===== src/rtl/popcount_neuron_acc.sv =====
// popcount_neuron_acc: accumulates signed popcount deltas per neuron and emits a saturated sum with ternary activation
module popcount_neuron_acc #(
  parameter int NUM_BEATS = 4,
  parameter int ACC_W = 8,
  parameter int THR_HI = 3,
  parameter int THR_LO = -3
) (
  input  logic                    clk,
  input  logic                    rst_n,
  input  logic                    in_valid,
  output logic                    in_ready,
  input  logic [2:0]              in_pos,
  input  logic [2:0]              in_neg,
  output logic                    out_valid,
  input  logic                    out_ready,
  output logic [1:0]              out_act,
  output logic signed [ACC_W-1:0] out_sum
);
  typedef enum logic {ACCUM, OUTPUT} state_t;
  localparam logic signed [ACC_W:0] max_v = (ACC_W+1)'((1 << (ACC_W - 1)) - 1);
  localparam logic signed [ACC_W:0] min_v = -max_v - 1;
  state_t state;
  logic [7:0] cnt;
  logic signed [ACC_W-1:0] acc, next_acc;
  logic signed [3:0] delta;
  logic signed [ACC_W:0] raw;
  logic signed [31:0] next_ext;
  logic [1:0] next_act;
  assign in_ready = state == ACCUM;
  assign out_valid = state == OUTPUT;
  // one extra bit of headroom lets the clamp see overflow before truncation
  always_comb begin
    delta = signed'({1'b0, in_pos}) - signed'({1'b0, in_neg});
    raw = (ACC_W+1)'(acc) + (ACC_W+1)'(delta);
    next_acc = raw > max_v ? ACC_W'(max_v) : raw < min_v ? ACC_W'(min_v) : ACC_W'(raw);
    next_ext = 32'(next_acc);
    next_act = next_ext >= THR_HI ? 2'b01 : next_ext <= THR_LO ? 2'b11 : 2'b00;
  end
  // beat accumulation, result capture and output handshake
  always_ff @(posedge clk) begin
    if (!rst_n) begin
      state <= ACCUM;
      cnt <= '0;
      acc <= '0;
      out_sum <= '0;
      out_act <= 2'b00;
    end else if (state == ACCUM && in_valid) begin
      if (cnt == 8'(NUM_BEATS - 1)) begin
        out_sum <= next_acc;
        out_act <= next_act;
        state <= OUTPUT;
        cnt <= '0;
        acc <= '0;
      end else begin
        acc <= next_acc;
        cnt <= cnt + 8'd1;
      end
    end else if (state == OUTPUT && out_ready) begin
      state <= ACCUM;
    end
  end
endmodule


===== config.mk =====
export PLATFORM = sky130hd
export DESIGN_NAME = popcount_neuron_acc
export DESIGN_NICKNAME = d
export VERILOG_FILES = /design/src/rtl/popcount_neuron_acc.sv
export SDC_FILE = /design/constraint.sdc
export NUM_CORES = 1
export LEC_CHECK = 0
export BUFFER_PORTS_ARGS = -buffer_cell sky130_fd_sc_hd__buf_4
export CAP_MARGIN = 20
export CORE_ASPECT_RATIO = 1.75
export CORE_UTILIZATION = 45
export CTS_BUF_LIST = sky130_fd_sc_hd__clkbuf_4
export DETAILED_ROUTE_END_ITERATION = 16
export PLACE_DENSITY = 0.75
export SLEW_MARGIN = 30
export SYNTH_ARGS = -nofsm -noshare
export SYNTH_HDL_FRONTEND = slang
export SYNTH_SLANG_ARGS = --single-unit

===== constraint.sdc =====
create_clock -name clk -period 6.7 [get_ports clk]
set_input_delay 0.67 -clock clk [delete_from_list [all_inputs] [get_ports clk]]
set_output_delay 0.67 -clock clk [all_outputs]
set_load 0.1 [all_outputs]

Word level (Yosys, flattened, before mapping)
Cells that the tools add are included.

word-level totals
  flip-flop bits (word level) = 27
  input bits = 10
  output and inout port bits = 12
  word-level logic and storage cells = 29

cells by class
  $add $sub $neg = 3
  order comparisons = 4
  equality and inequality tests = 2
  multiplexer cells = 9
  bitwise logic cells = 1
  reduce and logical (&&, ||, !) cells = 5

operators with widths
  cell                   number
  $mux W8                4
  $add A8 B4 Y9          1
  $gt A9 B8 Y1 const B   1
  $lt A9 B8 Y1 const B   1
  $add A8 B1 Y8 const B  1
  $eq A8 B2 Y1 const B   1
  $ge A8 B3 Y1 const B   1
  $le A8 B3 Y1 const B   1
  $mux W2                2
  $reduce_and A2 Y1      2
  $sub A3 B3 Y4          1
  $mux W1                3
  $logic_and A1 B1 Y1    2
  $ne A2 B1 Y1 const B   1
  $reduce_bool A2 Y1     1
  $not A1 Y1             1

Depth between registers and ports, before layout
  word-level depth = 8
  depth in mapped cells = 13
  depth with buffers taken out = 12

Worst setup path before layout
OpenSTA, ideal clock, no wires.

  path type = in2reg
  start = in in_neg[1]
  end = reg out_act[0]
  arrival = 2.980 ns
  path slack = 3.598 ns
  cell stages on the path = 12
  buffers on the path = 1
  cells stage by stage = inv_1 -> ha_1 -> a21o_1 -> a21oi_1 -> ha_1 -> o211ai_1 -> a21oi_1 -> o31ai_1 -> buf_2 -> inv_1 -> o41ai_1 -> o2bb2ai_1

on the way
  word-level cells in the longest chain between the ends = 8
  elaborated cells on any way between the ends = 10
  classes of those cells = add/sub: 2; order compare: 4; mux: 4

RTL lines
  item                    RTL line  source
  start: declaration      13        input logic [2:0] in_neg,
  $sub A3 B3 Y4 *         33        delta = signed'({1'b0, in_pos}) - signed'({1'b0, in_neg});
  $add A8 B4 Y9 *         34        raw = (ACC_W+1)'(acc) + (ACC_W+1)'(delta);
  $lt A9 B8 Y1            35        next_acc = raw > max_v ? ACC_W'(max_v) : raw < min_v ? ACC_W'(min_v) : ACC_W'(raw);
  $mux W8                 35
  $mux W8 *               35
  $le A8 B3 Y1            37        next_act = next_ext >= THR_HI ? 2'b01 : next_ext <= THR_LO ? 2'b11 : 2'b00;
  $mux W2                 37
  $mux W2 *               37
  end signal: assignment  50        out_act <= next_act;
  end: declaration        16        output logic [1:0] out_act,

Mark *: on every way between the ends. The rest lies on a longest branch, timed or not.
A chain may end at the register's enable or synchronous reset.

Worst setup path in the final report
Ends and elaborated chain as after synthesis.

==> flow_summary.json <==
{
  "setup_violations": 0,
  "drc_errors": 0,
  "run_status": "complete, no violations",
  "wl_per_cell_um": 13.9,
  "clkTransAtPathRegs_ns": 0.13,
  "clock_tree.root_cell": "clkbuf_4",
  "drive_gt1_frac": 0.239,
  "maxCapViolations": 0,
  "cts.sinks": 27,
  "drv_slew": 0,
  "cts_buffers": 3,
  "period_minus_slack_ns": 3.17,
  "drt-total-wl_um": 3540,
  "ys_async_sr_fraction": 0,
  "num_rows": 29,
  "hold_viol": 0,
  "vias_per_cell": 5.37,
  "startpoint_type": "primary input",
  "syn_avg_cell_area_um2": 9.17,
  "worstPathCellList": "buf_4 -> inv_1 -> ha_1 -> a21o_1 -> a21oi_1 -> ha_1 -> o211ai_1 -> a21oi_1 -> o31ai_1 -> buf_4 -> inv_1 -> o41ai_1 -> o2bb2ai_1",
  "worstHoldEndpoint": "acc[3]",
  "die_w_um": 48.7,
  "grt_pass1_wl_um": 6270,
  "crit_fanout": 12,
  "area_delta_synth_final_pct": 12.4,
  "synth_area_leader_cell": "dfxtp_1",
  "htree_levels": 1,
  "r2r-start": "cnt[0]",
  "grt_overflow": 0,
  "critPathMaxStageDelay_ns": 0.41,
  "dp.final_hpwl_um": 2910,
  "pre_cts_slack_ns": 3.22,
  "clk_latency_ns": 0.32,
  "synth_edf_count": 0,
  "die_h_um": 83.6,
  "grtUsageTotal": 0.195,
  "ys_types": 45,
  "synth_top_flop_cell": "dfxtp_1",
  "grt_max_degree": 17,
  "ant_nets": 0,
  "r2r_slack_ns": 4.13,
  "yosys_warnings": 0,
  "layout_commonest_cell": "dfxtp_1",
  "hold_depth": 2,
  "cp.arrival_ns": 3.38,
  "cts_tree": "yes",
  "critPathBufInv": 4,
  "skew_ns": 0.00309,
  "end_kind": "flip-flop",
  "tns_ns": 0,
  "reg2reg_depth": 7,
  "cts_setup_buffers": 0,
  "r2r_end": "out_act[0]",
  "ys_ff_latch": 27,
  "synth_top_area_frac": 0.315,
  "post-route-period-util": 0.472,
  "drtPass1Iterations": 4,
  "p_leak_nw": 0.811,
  "hold_slack_ns": 0.469,
  "final_nets": 234,
  "routed-via-count": 1369,
  "power_mw": 0.736,
  "seq_area_frac_synth": 0.315,
  "timing.fmax_mhz": 316,
  "clock_path_buffers": 2,
  "synthTopCellsByArea": "dfxtp_1 (32%), ha_1 (8.8%), a211oi_2 (5.8%)",
  "powerDensity_mw_per_mm2": 382,
  "antenna_cells": 0,
  "initialDrtViolationCount": 25,
  "synth_fp_nets": 211,
  "netlist_area_mm2": 0.00171,
  "vdd_ir_drop_max_mv": 0.206,
  "initial_utilization": 0.472,
  "critPathKind": "primary input to flip-flop",
  "antenna_found_initial": 0,
  "syn_inst": 187,
  "crit_family": "compound AO/OA/AOI/OAI gates",
  "rsz0062_at_grt": "false",
  "cp_data_required_time_ns": 6.92,
  "gp_congestion": 1.01,
  "min_path_type": "flip-flop to flip-flop",
  "core_mm2": 0.00363,
  "grt_pass1_vias": 1422,
  "most-common-layout-cells": "dfxtp_1 (27), buf_4 (22), nor2_1 (20)",
  "crit_slowest_cell": "a21oi_1",
  "die_area_mm2": 0.00407,
  "cts_hold_buf": 0,
  "hold_start": "acc[3]",
  "layout_setup_ws_ns": 3.53,
  "io_buffers": 21,
  "pin_count": 22,
  "slew_headroom": 0.503,
  "tightest_slew_ns": 0.746,
  "cts_resized": 0
}
[stage by stage]
step	util	std cells	area [µm²]
after detailed placement	0.523	251	1900
final	0.531	255	1930
after global placement	0.523	251	1900
after CTS	0.531	255	1930
after global routing	0.531	255	1930
after floorplan	-	187	1710
[how the worst max path moves through the flow]
stage | end | slack (ns) | from | cells past startpoint
finish | out_act[0] | 3.53 | in_neg[1] | 13
global route | out_act[0] | 3.24 | in_neg[1] | 13
CTS | out_sum[3] | 3.57 | in_neg[1] | 12
detailed placement | acc[0] | 3.22 | in_neg[1] | 12
global placement | acc[0] | 3.24 | in_neg[1] | 12
floorplan | out_act[0] | 3.60 | in_neg[1] | 12
[final cells by class]
type	count	area, µm²
fill	356	1700
multi-input combinational	144	1090
sequential	27	541
timing repair buffer	22	165
tap	46	57.6
inverter	12	45.0
clock buffer	4	30.0
[flip-flops by register name, summed over array words and instances, names as in the netlist]
signal / cells
acc: 8
out_act: 2
cnt: 8
out_valid: 1
out_sum: 8
[Yosys cell counts (2+ instances only)]
master and n:
a211oi_1 2, a211oi_2 8, a21o_1 5, a21oi_1 8, a22oi_1 2, and2_1 3, dfxtp_1 27, fa_1 2
ha_1 12, inv_1 12, maj3_2 6, mux2i_1 2, nand2_1 17, nand2b_1 5, nand3_1 3, nand4_1 2
nor2_1 20, nor2_2 5, nor2b_1 2, o211ai_1 2, o21a_1 2, o21ai_1 7, xnor2_1 4, xor2_1 8
[cell families after synthesis]
| kind of cell | share of synthesized area |
|---|---|
| DFF | 0.315 |
| AOI/OAI and AO/OA | 0.211 |
| muxes | 0.0117 |
| adders and majority gates | 0.150 |
| and+or+nand+nor | 0.185 |
| buffers and inverters | 0.0496 |
| xor gates and xnor gates | 0.0774 |
[routing by layer]
layer / vias to the layer above / part of all wire / global-route usage
met3: 10 / 0.022 / 0.0219
li1: 702 / - / -
met4: 0 / 0.033 / 0.123
met5: - / 0 / 0
met2: 24 / 0.56 / 0.372
met1: 633 / 0.39 / 0.190
[worst reg2reg max path: stages, from the launching register on]
cell,delay [ns]
dfxtp_1,0.44
ha_1,0.23
or4b_1,0.46
nor4_2,0.23
and2_1,0.67
o21a_1,0.25
a211oi_2,0.07
o2bb2ai_1,0.14
[where the power goes]
part	total [mW]	internal [mW]	switching, mW
clock	0.0720	0.0273	0.0447
sequential	0.201	0.185	0.0161
combinational	0.463	0.189	0.274
(Power assumes the default switching activity.)
